**config.mk**
```make
export PLATFORM = sky130hd
export DESIGN_NAME = instr_mem_rv32i
export DESIGN_NICKNAME = d
export VERILOG_FILES = /design/src/rtl/rv32i_pkg.sv /design/src/rtl/instr_mem_array.sv /design/src/rtl/instr_mem_rv32i.sv
export SDC_FILE = /design/constraint.sdc
export NUM_CORES = 1
export LEC_CHECK = 0
export ABC_AREA = 0
export CAP_MARGIN = 20
export CORE_AREA = 2 2 252 254
export DETAILED_ROUTE_END_ITERATION = 8
export DIE_AREA = 0 0 254 256
export PLACE_DENSITY_LB_ADDON = 0.08
export SETUP_SLACK_MARGIN = 0.5
export SLEW_MARGIN = 20
export SYNTH_ARGS = -nofsm -noshare
export SYNTH_HDL_FRONTEND = slang
export SYNTH_SLANG_ARGS = --single-unit
```
**constraint.sdc**
```tcl
create_clock -name CLK -period 6.1 [get_ports CLK]
set_input_delay 0.915 -clock CLK [delete_from_list [all_inputs] [get_ports CLK]]
set_output_delay 0.915 -clock CLK [all_outputs]
set_load 0.02 [all_outputs]
```
**src/rtl/rv32i_pkg.sv**
```systemverilog
// Shared definitions for the RV32I instruction memory: default fault word
// and the load-controller state encoding.
package rv32i_pkg;

  localparam logic [31:0] NOP_INSTR = 32'h0000_0013;

  typedef enum logic {
    ST_RUN  = 1'b0,
    ST_LOAD = 1'b1
  } ld_state_t;

endpackage

```
**src/rtl/instr_mem_array.sv**
```systemverilog
// Word storage with one synchronous write port and one combinational read port;
// the read port decodes byte addresses and flags misaligned/out-of-range fetches.
module instr_mem_array
  import rv32i_pkg::*;
#(
  parameter int          DEPTH    = 32,
  parameter logic [31:0] NOP_WORD = NOP_INSTR,
  localparam int         AW       = $clog2(DEPTH)
) (
  input  logic          clk,
  input  logic          wr_en,
  input  logic [AW-1:0] wr_idx,
  input  logic [31:0]   wr_data,
  input  logic [31:0]   rd_addr,
  output logic [31:0]   rd_data,
  output logic          rd_fault
);

  // Contents start as NOP at elaboration and are never cleared by reset.
  logic [31:0] mem [DEPTH] = '{default: NOP_WORD};

  always_ff @(posedge clk) begin
    if (wr_en) mem[wr_idx] <= wr_data;
  end

  assign rd_fault = (rd_addr[1:0] != 2'b00) || (rd_addr[31:AW+2] != '0);
  assign rd_data  = rd_fault ? NOP_WORD : mem[rd_addr[AW+1:2]];

endmodule

```
**src/rtl/instr_mem_rv32i.sv**
```systemverilog
// RV32I instruction memory: fixed-latency fetch port plus a streaming program
// loader that owns the write port while in LOAD.
module instr_mem_rv32i
  import rv32i_pkg::*;
#(
  parameter int          DEPTH    = 32,
  parameter int          RD_LAT   = 1,
  parameter logic [31:0] NOP_WORD = NOP_INSTR
) (
  input  logic                     CLK,
  input  logic                     RST_N,
  input  logic                     REQ_VALID,
  output logic                     REQ_READY,
  input  logic [31:0]              ADDR,
  output logic                     RSP_VALID,
  output logic [31:0]              INSTR,
  output logic                     FAULT,
  input  logic                     LD_START,
  input  logic                     LD_EN,
  input  logic [31:0]              LD_DATA,
  input  logic                     LD_END,
  output logic [$clog2(DEPTH):0]   LD_CNT,
  output logic                     LD_DONE
);

  localparam int AW    = $clog2(DEPTH);
  localparam int CNT_W = AW + 1;

  ld_state_t   state;
  logic        accept;
  logic        wr_en;
  logic        last_word;
  logic [31:0] rd_data;
  logic        rd_fault;
  logic        sel_vld;
  logic [31:0] sel_instr;
  logic        sel_fault;

  assign REQ_READY = (state == ST_RUN) && !LD_START;
  assign accept    = REQ_VALID && REQ_READY;
  assign wr_en     = (state == ST_LOAD) && LD_EN;
  assign last_word = (LD_CNT == CNT_W'(DEPTH - 1));

  instr_mem_array #(
    .DEPTH    (DEPTH),
    .NOP_WORD (NOP_WORD)
  ) u_array (
    .clk      (CLK),
    .wr_en    (wr_en),
    .wr_idx   (LD_CNT[AW-1:0]),
    .wr_data  (LD_DATA),
    .rd_addr  (ADDR),
    .rd_data  (rd_data),
    .rd_fault (rd_fault)
  );

  always_ff @(posedge CLK or negedge RST_N) begin
    if (!RST_N) begin
      state   <= ST_RUN;
      LD_CNT  <= '0;
      LD_DONE <= 1'b0;
    end else begin
      LD_DONE <= 1'b0;
      case (state)
        ST_RUN: begin
          if (LD_START) begin
            state  <= ST_LOAD;
            LD_CNT <= '0;
          end
        end
        ST_LOAD: begin
          if (LD_EN) LD_CNT <= LD_CNT + CNT_W'(1);
          if (LD_END || (LD_EN && last_word)) begin
            state   <= ST_RUN;
            LD_DONE <= 1'b1;
          end
        end
        default: state <= ST_RUN;
      endcase
    end
  end

  // stage p0: data is captured at acceptance, so a load that starts right
  // after cannot disturb fetches already in flight
  generate
    if (RD_LAT == 2) begin : g_lat2
      logic        vld_p0;
      logic [31:0] instr_p0;
      logic        fault_p0;

      always_ff @(posedge CLK or negedge RST_N) begin
        if (!RST_N) vld_p0 <= 1'b0;
        else        vld_p0 <= accept;
      end

      always_ff @(posedge CLK) begin
        if (accept) begin
          instr_p0 <= rd_data;
          fault_p0 <= rd_fault;
        end
      end

      assign sel_vld   = vld_p0;
      assign sel_instr = instr_p0;
      assign sel_fault = fault_p0;
    end else begin : g_lat1
      assign sel_vld   = accept;
      assign sel_instr = rd_data;
      assign sel_fault = rd_fault;
    end
  endgenerate

  // stage p1: response register, holds the last response while idle
  always_ff @(posedge CLK or negedge RST_N) begin
    if (!RST_N) begin
      RSP_VALID <= 1'b0;
      INSTR     <= NOP_WORD;
      FAULT     <= 1'b0;
    end else begin
      RSP_VALID <= sel_vld;
      if (sel_vld) begin
        INSTR <= sel_instr;
        FAULT <= sel_fault;
      end
    end
  end

endmodule

```
==> flow_metrics.py <==
metrics = {
    "outcome": {
        "outcome": "finished, final reports clean",
    },
    "global_routing": {
        "grt_pass1_wl_mm": 138,
        "grt_antenna_before_repair": 3,
        "grt-ovfl-total": 0,
        "grt_use_total": 0.307,
        "grt_max_degree": 76,
        "grt_pass1_vias": 19600,
    },
    "finish": {
        "final_common_cell": "edfxtp_1",
        "num_antenna_cells": 0,
        "seq_area_sq_um": 31800,
        "drive_above_1_share": 0.286,
        "area_delta_synth_final_pct": 14.3,
        "multi_input_comb_area_sq_um": 8310,
        "nets": 1955,
        "nFillCells": 3470,
        "layout_common_cells": "edfxtp_1, mux4_2, clkbuf_16",
    },
    "floorplan": {
        "die_h_um": 256,
        "start_util": 0.646,
        "row_count": 92,
        "dieArea_sq_um": 65000,
        "die_w_um": 254,
        "io-pin-count": 112,
        "core_sq_um": 62400,
    },
    "detailed_routing": {
        "drc_errors": 0,
        "drt-pass1-iter-count": 7,
        "final_antenna_net_count": 0,
        "vias_per_cell": 6.96,
        "wl_mm": 97.2,
        "avgRoutedWirePerCell_um": 34.5,
        "drtIter0Drc": 2426,
        "vias": 19600,
    },
    "placement": {
        "gp_congestion": 0.792,
        "hpwl_mm": 53.4,
        "portBuffers": 111,
    },
    "timing": {
        "finalSetupViolCount": 0,
        "finalMaxSlewViolations": 0,
        "fin_crit_ns": 3.39,
        "slew_headroom": 0.183,
        "post-route-period-util": 0.555,
        "fmax_mhz": 295,
        "tightest_slew_ns": 1.22,
        "hold_viol": 0,
        "rsz0062_at_grt": "false",
        "fin_worst_skew_ns": 0.0235,
        "tns_ns": 0,
        "holdWs_ns": 0.443,
    },
    "logic_synthesis": {
        "yosysWarnings": 0,
        "synth_cell_types": 42,
        "ys_ff_latch": 1066,
        "avgSynthCellArea_sq_um": 23.7,
        "syn_inst": 1699,
        "synth_area_sq_um": 40300,
        "yosysTopAreaCell": "edfxtp_1",
        "synth_top_area_share": 0.763,
        "synth.yosys.seq_area_share": 0.789,
        "synth.net_count": 1773,
        "synthTopCellsByArea": "edfxtp_1, mux4_2, dfrtp_1",
    },
    "clock_network": {
        "cts_tree": "built",
        "cts_hold_buf": 0,
        "clk_latency_ns": 0.67,
        "cts.repair.resized": 0,
        "cts_buffer_depth": 3,
        "clk_pin_slew_ns": 0.06,
        "root_buffer": "clkbuf_16",
        "numClockSinks": 1066,
        "numCtsBuffers": 103,
        "htree_num_levels": 3,
        "cts_setup_buffers": 0,
    },
    "pwr": {
        "seqPwrFrac": 0.537,
        "intPower_mw": 12.0,
        "ir_drop_mv": 0.337,
        "power.leakage_nw": 14.5,
        "swShare": 0.211,
        "comb_power_share": 0.055,
        "power_frac_clock": 0.408,
        "p_per_area_nw_per_um2": 331,
        "p_switching_mw": 3.21,
    },
    "worst_hold_path": {
        "hold_path_class": "input port to asynchronous set/reset pin",
    },
    "critical_path": {
        "r2r_start": "state",
        "critPathArrivalTime_ns": 3.72,
        "crit_type": "input port to register",
        "start_kind": "input port",
        "endpoint_kind": "register",
        "worstPathRequired_ns": 6.43,
        "timing.critical_path.from": "LD_EN",
        "critical_path.max_fanout": 24,
    },
    "flow_run": {
        "max-cap-violations": 0,
    },
}
per-stage QoR:
stage | setup WS (ns) | util | cells | area [sq um] | total power, mW
floorplan | 2.90 | - | 1699 | 40300 | 8.78
global placement | 2.11 | 0.685 | 2616 | 42700 | 9.16
detailed placement | 2.06 | 0.685 | 2617 | 42700 | 9.19
CTS | 2.74 | 0.738 | 2809 | 46000 | 15.3
global route | 2.61 | 0.738 | 2814 | 46100 | 15.6
finish | 2.71 | 0.738 | 2814 | 46100 | 15.2
kinds of logic after synthesis:
| group | count (synthesis) | share of synthesized area |
|---|---|---|
| DFF | 1066 | 0.789 |
| xor gates and xnor gates | 1 | 0.000217 |
| muxes | 293 | 0.159 |
| buffers and inverters | 97 | 0.0114 |
| adders and majority gates | 4 | 0.00124 |
| and+or+nand+nor | 92 | 0.0106 |
| AOI/OAI and AO/OA | 146 | 0.0278 |
synth_stat cells:
cell         n
a21boi_0     4
a21boi_1     7
a21oi_1     17
a221o_1     28
a221oi_1     6
a22oi_1     63
a31oi_1      3
a41o_1       3
and2_1       3
buf_1        5
buf_2       24
buf_4        1
buf_6        8
clkbuf_1    54
dfrtp_1     39
dfstp_2      3
edfxtp_1  1024
ha_1         4
inv_1        3
inv_2        2
mux2_2       1
mux2i_1     13
mux4_2     279
nand2_1     17
nand2b_1     1
nand3_1      6
nand3b_1     2
nand4_1      3
nor2_1      40
nor2_2       1
nor2b_1      4
nor3_1       4
nor4_1       6
o211ai_1     2
o21a_1       3
o21ai_0      6
o22a_1       1
o31ai_1      3
or2_2        1
or3_1        2
or3b_2       2
xor2_1       1
final cells by class:
cell class,count,share of cell area
multi-input cells,536,0.180
flip-flops and latches,1066,0.691
clock buffers,145,0.0620
clock inverters,47,0.00956
repair buffers,169,0.0341
well taps,846,0.0230
inverters,5,0.000407
final timing paths:
| kind | cells past startpoint | slack [ns] | endpoint |
|---|---|---|---|
| worst max-delay path | 5 | 2.71 | u_array.mem[15][21] |
| worst min-delay path | 2 | 0.44 | INSTR[29] |
| worst max register to register | 7 | 3.03 | INSTR[2] |
| worst min register to register | 1 | 0.51 | INSTR[24] |
| max in group asynchronous | 2 | 5.05 | INSTR[9] |
| min in group CLK | 1 | 0.51 | INSTR[24] |
per-layer routing:
metal,part of all wire,track usage,up-vias
met4,0.035,0.107,4
met3,0.11,0.0784,201
met5,0.00029,0,-
met1,0.36,0.428,10400
li1,-,-,7727
met2,0.49,0.482,1286
sequential cells by signal, summed over array words and instances, names as in the netlist:
| signal | cells |
|---|---|
| FAULT | 1 |
| INSTR | 32 |
| LD_CNT | 6 |
| LD_DONE | 1 |
| RSP_VALID | 1 |
| state | 1 |
| u_array.mem | 1024 |
critical path, stage by stage:
cell and delay, ns:
clkdlybuf4s50_1 0.55, and2_1 0.27, nand2_1 0.50, nor2_4 1.06, buf_4 0.40
power by group through the flow:
| stage | Combinational (mW) | Clock [mW] | Sequential, mW |
|---|---|---|---|
| finish | 0.840 | 6.22 | 8.19 |
| global route | 0.886 | 6.54 | 8.20 |
| CTS | 0.841 | 6.27 | 8.19 |
| detailed placement | 0.838 | 0 | 8.35 |
| global placement | 0.815 | 0 | 8.34 |
| floorplan | 0.439 | 0 | 8.34 |
Note: power is estimated with default switching activity, not from simulation.
